File: src/rtl/sequenciador_entrada_ula_pkg.sv
// Shared definitions for the ULA input sequencer:
// FSM state encodings, operation codes and key indices.
package sequenciador_entrada_ula_pkg;

    typedef enum logic [1:0] {
        CARREGA_A  = 2'b00,
        CARREGA_B  = 2'b01,
        CARREGA_OP = 2'b10,
        PRONTO     = 2'b11
    } estado_t;

    localparam logic [2:0] OP_SOMA     = 3'b000;
    localparam logic [2:0] OP_SUB      = 3'b001;
    localparam logic [2:0] OP_AND      = 3'b010;
    localparam logic [2:0] OP_OR       = 3'b011;
    localparam logic [2:0] OP_MULT     = 3'b100;
    localparam logic [2:0] OP_XOR      = 3'b101;
    localparam logic [2:0] OP_DIV      = 3'b110;
    localparam logic [2:0] OP_INVALIDO = 3'b111;

    localparam int KEY_CONFIRMA = 0;
    localparam int KEY_CANCELA  = 1;

    function automatic logic op_valida(input logic [2:0] op);
        return op != OP_INVALIDO;
    endfunction

endpackage

File: src/rtl/sequenciador_entrada_ula_if.sv
// Board-facing bundle of the ULA input sequencer:
// raw switches/keys in, committed operands and status out.
interface sequenciador_entrada_ula_if;

    logic [9:0] SW;
    logic [1:0] KEY;
    logic [3:0] a_out;
    logic [3:0] b_out;
    logic       cin_out;
    logic [2:0] seletor_out;
    logic       valido;
    logic       valido_pulso;
    logic       erro_op;
    logic [1:0] estado_out;

    modport master (
        output SW, KEY,
        input  a_out, b_out, cin_out, seletor_out,
        input  valido, valido_pulso, erro_op, estado_out
    );

    modport slave (
        input  SW, KEY,
        output a_out, b_out, cin_out, seletor_out,
        output valido, valido_pulso, erro_op, estado_out
    );

endinterface

File: src/rtl/sequenciador_entrada_ula_debounce_botao.sv
// Debouncer for one active-low push-button: 2-flop sync,
// hold counter and a single-cycle press pulse.
module debounce_botao #(
    parameter int DEBOUNCE_CYCLES = 500000
) (
    input  logic clk,
    input  logic rst,
    input  logic i_key_n,
    output logic o_pressao
);

    localparam int CNT_W =
        (DEBOUNCE_CYCLES > 1) ? $clog2(DEBOUNCE_CYCLES) : 1;
    localparam logic [CNT_W-1:0] CNT_MAX =
        CNT_W'(DEBOUNCE_CYCLES - 1);

    logic             r_sync1;
    logic             r_sync2;
    logic             r_estavel;
    logic [CNT_W-1:0] r_cnt;
    logic             w_aceita;

    assign w_aceita  = (r_sync2 != r_estavel) && (r_cnt == CNT_MAX);
    // Pulse on the very edge the stable level drops to 0.
    assign o_pressao = w_aceita && r_estavel;

    // Synchronise the key and accept a level only after it holds.
    always_ff @(posedge clk) begin
        if (rst) begin
            r_sync1   <= 1'b1;
            r_sync2   <= 1'b1;
            r_estavel <= 1'b1;
            r_cnt     <= '0;
        end else begin
            r_sync1 <= i_key_n;
            r_sync2 <= r_sync1;
            if (r_sync2 == r_estavel) begin
                r_cnt <= '0;
            end else if (w_aceita) begin
                r_estavel <= r_sync2;
                r_cnt     <= '0;
            end else begin
                r_cnt <= r_cnt + 1'b1;
            end
        end
    end

endmodule

File: src/rtl/sequenciador_entrada_ula.sv
// Guided entry of A/cin, B and operation for the ULA;
// committed values only change on a complete valid entry.
module sequenciador_entrada_ula
    import sequenciador_entrada_ula_pkg::*;
#(
    parameter int DEBOUNCE_CYCLES = 500000
) (
    input  logic                       clk,
    input  logic                       rst,
    sequenciador_entrada_ula_if.slave  bus
);

    logic [8:0] r_sw_s1;
    logic [8:0] r_sw_s2;
    logic       w_confirma;
    logic       w_cancela;

    estado_t    r_estado;
    logic [3:0] r_sh_a;
    logic [3:0] r_sh_b;
    logic       r_sh_cin;
    logic [2:0] r_sh_sel;
    logic       r_commit;

    logic [3:0] r_a;
    logic [3:0] r_b;
    logic       r_cin;
    logic [2:0] r_sel;
    logic       r_valido;
    logic       r_valido_pulso;
    logic       r_erro_op;

    debounce_botao #(.DEBOUNCE_CYCLES(DEBOUNCE_CYCLES)) u_confirma (
        .clk       (clk),
        .rst       (rst),
        .i_key_n   (bus.KEY[KEY_CONFIRMA]),
        .o_pressao (w_confirma)
    );

    debounce_botao #(.DEBOUNCE_CYCLES(DEBOUNCE_CYCLES)) u_cancela (
        .clk       (clk),
        .rst       (rst),
        .i_key_n   (bus.KEY[KEY_CANCELA]),
        .o_pressao (w_cancela)
    );

    // Two-flop synchroniser for the slide switches in use.
    always_ff @(posedge clk) begin
        if (rst) begin
            r_sw_s1 <= '0;
            r_sw_s2 <= '0;
        end else begin
            r_sw_s1 <= bus.SW[8:0];
            r_sw_s2 <= r_sw_s1;
        end
    end

    // Entry FSM with shadow registers and committed outputs.
    always_ff @(posedge clk) begin
        if (rst) begin
            r_estado       <= CARREGA_A;
            r_sh_a         <= '0;
            r_sh_b         <= '0;
            r_sh_cin       <= 1'b0;
            r_sh_sel       <= '0;
            r_commit       <= 1'b0;
            r_a            <= '0;
            r_b            <= '0;
            r_cin          <= 1'b0;
            r_sel          <= '0;
            r_valido       <= 1'b0;
            r_valido_pulso <= 1'b0;
            r_erro_op      <= 1'b0;
        end else begin
            r_valido_pulso <= 1'b0;
            r_erro_op      <= 1'b0;
            r_commit       <= 1'b0;
            if (r_commit) begin
                r_a            <= r_sh_a;
                r_b            <= r_sh_b;
                r_cin          <= r_sh_cin;
                r_sel          <= r_sh_sel;
                r_valido       <= 1'b1;
                r_valido_pulso <= 1'b1;
                r_estado       <= PRONTO;
            end
            if (w_cancela) begin
                r_estado <= CARREGA_A;
                r_sh_a   <= '0;
                r_sh_b   <= '0;
                r_sh_cin <= 1'b0;
                r_sh_sel <= '0;
            end else if (w_confirma) begin
                unique case (r_estado)
                    CARREGA_A: begin
                        r_sh_a   <= r_sw_s2[3:0];
                        r_sh_cin <= r_sw_s2[8];
                        r_estado <= CARREGA_B;
                    end
                    CARREGA_B: begin
                        r_sh_b   <= r_sw_s2[7:4];
                        r_estado <= CARREGA_OP;
                    end
                    CARREGA_OP: begin
                        if (op_valida(r_sw_s2[2:0])) begin
                            r_sh_sel <= r_sw_s2[2:0];
                            r_commit <= 1'b1;
                        end else begin
                            r_erro_op <= 1'b1;
                        end
                    end
                    PRONTO: begin
                        r_estado <= CARREGA_A;
                    end
                endcase
            end
        end
    end

    assign bus.a_out        = r_a;
    assign bus.b_out        = r_b;
    assign bus.cin_out      = r_cin;
    assign bus.seletor_out  = r_sel;
    assign bus.valido       = r_valido;
    assign bus.valido_pulso = r_valido_pulso;
    assign bus.erro_op      = r_erro_op;
    assign bus.estado_out   = r_estado;

endmodule

File: src/flat_wrapper.sv
// flat-port wrapper written by rule: the top's interface ports become plain ports
module sequenciador_entrada_ula_flat import sequenciador_entrada_ula_pkg::*;
#(
    parameter int DEBOUNCE_CYCLES = 500000
)
  (clk, rst, bus_SW, bus_KEY, bus_a_out, bus_b_out, bus_cin_out, bus_seletor_out, bus_valido, bus_valido_pulso, bus_erro_op, bus_estado_out);
  sequenciador_entrada_ula_if bus_i ();
  input  logic clk;
  input  logic rst;
  input wire logic [$bits(bus_i.SW)-1:0] bus_SW;
  input wire logic [$bits(bus_i.KEY)-1:0] bus_KEY;
  output wire logic [$bits(bus_i.a_out)-1:0] bus_a_out;
  output wire logic [$bits(bus_i.b_out)-1:0] bus_b_out;
  output wire logic [$bits(bus_i.cin_out)-1:0] bus_cin_out;
  output wire logic [$bits(bus_i.seletor_out)-1:0] bus_seletor_out;
  output wire logic [$bits(bus_i.valido)-1:0] bus_valido;
  output wire logic [$bits(bus_i.valido_pulso)-1:0] bus_valido_pulso;
  output wire logic [$bits(bus_i.erro_op)-1:0] bus_erro_op;
  output wire logic [$bits(bus_i.estado_out)-1:0] bus_estado_out;
  assign bus_i.SW = bus_SW;
  assign bus_i.KEY = bus_KEY;
  assign bus_a_out = bus_i.a_out;
  assign bus_b_out = bus_i.b_out;
  assign bus_cin_out = bus_i.cin_out;
  assign bus_seletor_out = bus_i.seletor_out;
  assign bus_valido = bus_i.valido;
  assign bus_valido_pulso = bus_i.valido_pulso;
  assign bus_erro_op = bus_i.erro_op;
  assign bus_estado_out = bus_i.estado_out;
  sequenciador_entrada_ula #(.DEBOUNCE_CYCLES(DEBOUNCE_CYCLES)) u_core (.clk(clk), .rst(rst), .bus(bus_i));
endmodule
File: config.mk
export PLATFORM = sky130hd
export DESIGN_NAME = sequenciador_entrada_ula_flat
export DESIGN_NICKNAME = d
export VERILOG_FILES = /design/src/rtl/sequenciador_entrada_ula_pkg.sv /design/src/rtl/sequenciador_entrada_ula_if.sv /design/src/rtl/sequenciador_entrada_ula_debounce_botao.sv /design/src/rtl/sequenciador_entrada_ula.sv /design/src/flat_wrapper.sv
export SDC_FILE = /design/constraint.sdc
export NUM_CORES = 1
export LEC_CHECK = 0
export ABC_AREA = 1
export CORE_MARGIN = 5
export CORE_UTILIZATION = 67
export DETAILED_ROUTE_END_ITERATION = 7
export DONT_BUFFER_PORTS = 1
export PLACE_DENSITY = 0.91
export SETUP_SLACK_MARGIN = 0.3
export SLEW_MARGIN = 20
export SYNTH_ARGS = -nofsm -noshare
export SYNTH_HDL_FRONTEND = slang
export SYNTH_SLANG_ARGS = --single-unit
File: constraint.sdc
create_clock -name clk -period 4.4 [get_ports clk]
set_clock_uncertainty 0.15 [all_clocks]
set_input_delay 0.66 -clock clk [delete_from_list [all_inputs] [get_ports clk]]
set_output_delay 0.66 -clock clk [all_outputs]
set_load 0.01 [all_outputs]
# Yosys cells after proc, flatten, opt, wreduce, memory -nomap -nowiden
# Cells that the tools add are included.
word_totals:
  ff_bits: 92
  in_bits: 14
  elab_cells: 59
  mem_bits_rw: 0
  mem_bits_ro: 0
  latchBits: 0
  output_inout_bits: 17
  memories: 0
classes:
  reduce_logical: 14
  div_mod_pow: 0
  mux: 6
  n_eq_ne: 10
  add_sub_neg: 2
  n_mul: 0
  n_lt_le_gt_ge: 0
  shifts: 0
  bitwise: 4
ops:
  columns: ["cell", "count"]
  rows:
  - ["adder 19 x 1 -> 19 bit (second input constant)", 2]
  - ["equality test 19 bit (second input constant)", 2]
  - ["AND reduction 2 bit", 4]
  - ["one-hot mux 2 bit (3 select lines)", 1]
  - ["OR reduction 3 bit", 2]
  - ["equality test 2 bit (second input constant)", 2]
  - ["logical AND 1 bit", 4]
  - ["2-to-1 mux 2 bit", 2]
  - ["NOT 1 bit", 4]
  - ["OR reduction 4 bit", 1]
  - ["2-to-1 mux 1 bit", 3]
  - ["inequality test 3 bit (second input constant)", 1]
  - ["AND reduction 3 bit", 1]
  - ["equality test 1 bit", 2]
  - ["equality test 2 x 1 -> 1 bit (second input constant)", 1]
  - ["logical NOT 2 bit", 1]
  - ["inequality test 1 bit", 2]
  - ["OR reduction 2 bit", 1]

# Longest topological paths before layout
logic_depth:
  word_depth: 5
  ltp_mapped: 10

# Cells and area by module
# A second synthesis with hierarchy kept.
unflattened:
  hier_cells: 531
  hier_area_um2: 3940.0
modules_own_cells:
  columns: ["mod", "cells_per_inst", "seq_area_each_um2", "area_each_um2", "n_inst"]
  rows:
  - ["sequenciador_entrada_ula", 192, 960.9, 1591.5, 1]
  - ["debounce_botao at u_core.u_confirma", 170, 440.4, 1176.1, 1]
  - ["debounce_botao at u_core.u_cancela", 169, 440.4, 1172.4, 1]

# Worst setup path after synthesis
# Ideal clock, no wire load.
synth_path:
  path_type: "input to register"
  startpoint: "in rst"
  endpoint: "reg u_core.u_cancela.r_cnt[8]"
  required_time_ns: 4.180
  cell_stages: 7
  path_slack_ns: 2.663
  arrival_time_ns: 1.518
  n_path_buf: 2
  path_cell_list: "clkbuf_1 inv_1 nand2_1 nor2_2 inv_2 buf_2 a21oi_1"
synth_via:
  elab_chain_len: 1
synth_lines:
  columns: ["element", "line_no", "text"]
  rows:
  - ["from (decl)", "flat_wrapper.sv:9", "input logic rst;"]
  - ["OR reduction 3 bit (no source line)", null, null]
  - ["to (signal assigned)", "sequenciador_entrada_ula_debounce_botao.sv:43", "r_cnt <= r_cnt + 1'b1;"]
  - ["to (decl)", "sequenciador_entrada_ula_debounce_botao.sv:20", "logic [CNT_W-1:0] r_cnt;"]
# No other way between the ends.
# A chain may end at the register's enable or synchronous reset.

# Worst setup path in the final report
layout_path:
  startpoint: "reg u_core.u_cancela.r_cnt[0]"
  endpoint: "reg u_core.r_erro_op (netlist: u_core.bus.erro_op)"
layout_via:
  elab_chain_len: 4
layout_lines:
  columns: ["element", "line_no", "text"]
  rows:
  - ["equality test 19 bit", "sequenciador_entrada_ula_debounce_botao.sv:23", "assign w_aceita = (r_sync2 != r_estavel) && (r_cnt == CNT_MAX);"]
  - ["logical AND 1 bit", "sequenciador_entrada_ula_debounce_botao.sv:23", null]
  - ["logical AND 1 bit", "sequenciador_entrada_ula_debounce_botao.sv:25", "assign o_pressao = w_aceita && r_estavel;"]
  - ["OR reduction 4 bit (no source line)", null, null]
  - ["to (signal assigned)", "sequenciador_entrada_ula.sv:73", "r_erro_op <= 1'b0;"]
  - ["to (signal assigned)", "sequenciador_entrada_ula.sv:76", "r_erro_op <= 1'b0;"]
  - ["to (signal assigned)", "sequenciador_entrada_ula.sv:109", "r_erro_op <= 1'b1;"]
  - ["to (decl)", "sequenciador_entrada_ula.sv:31", "logic r_erro_op;"]
# No other way between the ends.

==> PnR_summary.wiki <==
{| class="wikitable"
! Metric !! Value
|-
| Result of the run || finished, final reports clean
|-
| Source-to-sink clock delay at the later pin of the worst-skew pair || 0.38 ns
|-
| Sequence of cells on the critical path || ha_1, nand3_1, inv_1, nand3_1, nor2_2, nand3_1, nand2_1, inv_1, nand2_1, nor2_1
|-
| Number of hold violations in the final report || 0
|-
| Maximum operating frequency || 452 MHz
|-
| Most used cells in the layout excluding fill and tap cells || nor2_1 (115), dfxtp_1 (92), nand2_1 (77)
|-
| Worst hold path startpoint || rst
|-
| Most common cell after layout, fill and taps aside || nor2_1
|-
| Number of buffers added to fix hold violations after cts || 0
|-
| Count of different cell masters after synthesis || 32
|-
| Total power divided by cell area || 368 nW/um^2
|-
| Most prevalent standard cell on the critical path || nand3_1
|-
| Worst Tran Pin Value || 0.621 ns
|-
| MaxCap Viol Count || 0
|-
| Via count of the routed design || 3168
|-
| I/O pin cnt || 31
|-
| Proportion of layout cells with a drive suffix above 1 || about 8.4%
|-
| Starting density of the core || 68.9%
|-
| Cell at the root of the clock tree || clkbuf_8
|-
| CTS clk-pin slew, worst paths || around 0.10 ns
|-
| Post-CTS setup-driven buffer insertion count || 0
|-
| Max-slew headroom at the worst pin || 58.5%
|-
| Final setup slack of the worst path || 2.19 ns
|-
| Post-Synthesis Cell Area || roughly 3800 sq um
|-
| Number of antenna diodes || 0
|-
| Critical path's slowest cell || dfxtp_1
|-
| Nets || between 500 and 600
|-
| Element type at the critical path end || flop
|-
| Setup Total Neg Slack || 0 ns
|-
| Count of buffer and inverter cells on the critical path || 2
|-
| Worst setup path startpoint || u_core.u_cancela.r_cnt[0]
|-
| First-pass GRT wire length || 13400 microns
|-
| Data arrival time of the worst path || ~2.3 ns
|-
| Post_cts resized || 0
|-
| Worst r2r src || u_core.u_cancela.r_cnt[0]
|-
| Post-synthesis cell count || 509
|-
| Die Width || roughly 85 microns
|-
| Highest cell delay on the worst timing path || 0.43 ns
|-
| Number of antenna violations at the first check in global routing || 0
|-
| DIE AREA || 7270 sq um
|-
| CTS tree || done
|-
| DRC violations left || 0
|-
| Final period demand of the worst path || 2.21 ns
|-
| # H-tree levels || 3
|-
| Remaining global-route overflow || 0
|-
| Post-Place Setup Slack || 2.27 ns
|-
| Height of the die || around 85 microns
|-
| Drt first-iter violations || 273
|-
| Flip-flop and latch count after synthesis || 92
|-
| Placed wire-length estimate after detailed placement || 5450 microns
|-
| Leakage component of the power || 1.50 nW
|-
| Portion of synthesized cell area occupied by the leading cell type || 48.5%
|-
| Area of the core || about 5500 sq um
|-
| Share of the yosys chip area belonging to registers || roughly 49%
|-
| Tot GR Track Use || 22.9%
|-
| Pin count of the biggest net entering global routing || 28
|-
| Fraction of the cycle the final worst path needs || 50.3%
|-
| Core Rows || 27
|-
| Detail Route Antenna Nets || 0
|-
| WL/cell || about 14 microns
|-
| Number of detailed-routing iterations run before antenna repair || 5
|-
| Unrepaired setup endpoints after global routing || no
|-
| Class of the tightest hold or removal check || in -> reg
|-
| Largest area contributor in the netlist || dfxtp_1
|-
| Leading cell types by total area after synthesis || dfxtp_1 (49%), nor2_1 (11%), nand2_1 (7.6%)
|-
| Port Buffers || 0
|-
| Count of yosys warnings during synthesis || 0
|-
| Total wirelength of the detailed-routed design || between 7000 and 8000 microns
|-
| Via count normalized by instance count || 5.42
|-
| Avg Synthesized Cell Area || 7.46 sq um
|-
| Final Max Tran Viols || 0
|-
| Largest buffer count on any clock path || 2
|-
| TritonCTS Buffers || 9
|-
| Total clock sinks || 92
|-
| Post-Syn Nets || around 530
|-
| Area growth, synth to finish || 6.39%
|-
| CP Launch Type || flop
|-
| CP Max Fanout || 11
|-
| Weighted congestion at the end of routability-driven global placement || 0.852
|-
| Max IR drop VDD || roughly 300 uV
|-
| Via count of the first global-routing pass || 3067
|-
| Critical path class || reg -> reg
|-
| Cell class contributing the biggest share of worst-path delay || simple AND/OR/NAND/NOR gates
|-
| Critical Path RT || 4.52 ns
|-
| Setup violation total in the final timing report || 0
|}
## worst register-to-register path, delay by kind of cell (launching register included)
kind,cells,cell delay [ns]
adders and majority gates,1,0.21
DFF,1,0.43
and+or+nand+nor,7,1.02
buffers and inverters,2,0.28
## where the power goes
group          switching (W)  total (W)  leakage [nW]  internal (W)
Combinational      0.0000152  0.0000221         0.642    0.00000689
Clock               0.000340   0.000619         0.109      0.000278
Sequential        0.00000432   0.000846         0.746      0.000842
## cells by family (layout without fill, tap and decap cells)
family / Yosys count / after routing / share of synthesized area (%)
XOR/XNOR: 14 / 14 / 3.23
AND/OR/NAND/NOR: 275 / 275 / 32.9
buffers and inverters: 80 / 84 / 8.40
AO/OA/AOI/OAI: 46 / 46 / 6.30
adder cells (fa/ha/maj): 2 / 2 / 0.659
flip-flops: 92 / 92 / 48.5
## synth_stat cells
master	count
nand2_2	2
inv_1	66
nand4_1	19
nand3b_1	1
o21ai_1	1
a21oi_1	24
ha_1	2
nand3_1	18
nor2_1	115
or2_1	1
nor2_2	7
or2_0	1
nor3_2	3
nand3_2	3
nand2_1	77
clkbuf_1	7
nand3_4	1
inv_2	2
xnor2_1	6
xor2_1	8
nor3_1	14
nor2_4	2
o211ai_1	1
nor3b_1	3
buf_6	2
a31oi_1	1
dfxtp_1	92
o21ba_2	1
buf_2	3
o21ai_0	18
or2_2	6
nor4_1	2
## sequential cells by signal, indices dropped and copies added, names as in the netlist, 2 cells and up
name	cells
u_core.bus.a_out	4
u_core.bus.b_out	4
u_core.r_sw_s1	9
u_core.bus.seletor_out	3
u_core.r_sh_b	4
u_core.u_confirma.r_cnt	19
u_core.r_sw_s2	9
u_core.bus.estado_out	2
u_core.r_sh_sel	3
u_core.r_sh_a	4
u_core.u_cancela.r_cnt	19
## stage by stage
stage	hold WS, ns	utilization (%)	cell area, sq um	power (W)	instances
final	0.199	73.3	4040	0.00149	585
after global routing	0.176	73.3	4040	0.00153	585
after CTS	0.187	73.3	4040	0.00149	585
after detailed placement	0.247	69.4	3820	0.000887	569
after global placement	0.241	69.4	3820	0.000885	569
after floorplan	0.238	-	3800	0.000885	509
## per-layer routing
| metal | track usage (%) | up-vias | wire [microns] |
|---|---|---|---|
| li1 | - | 1593 | - |
| met5 | 0 | - | 0 |
| met2 | 37.4 | 96 | 3880 |
| met1 | 27.2 | 1448 | 3360 |
| met4 | 11.8 | 0 | 255 |
| met3 | 6.89 | 31 | 465 |
## worst paths after layout
check        slack (ns)                  to  cells after the start
max                2.19  u_core.bus.erro_op                     10
min                0.20   u_core.r_sw_s1[7]                      1
max reg2reg        2.19  u_core.bus.erro_op                     10
min reg2reg        0.27   u_core.r_sw_s2[8]                      2
## final cells by class
| cell class | instances | area [sq um] |
|---|---|---|
| sequential | 92 | 1840 |
| clock inverter | 7 | 92.6 |
| multi-input combinational | 337 | 1640 |
| inverter | 68 | 255 |
| tap | 72 | 90.1 |
| fill | 397 | 1470 |
| clock buffer | 9 | 124 |
Power figures use the tool's default switching activity.
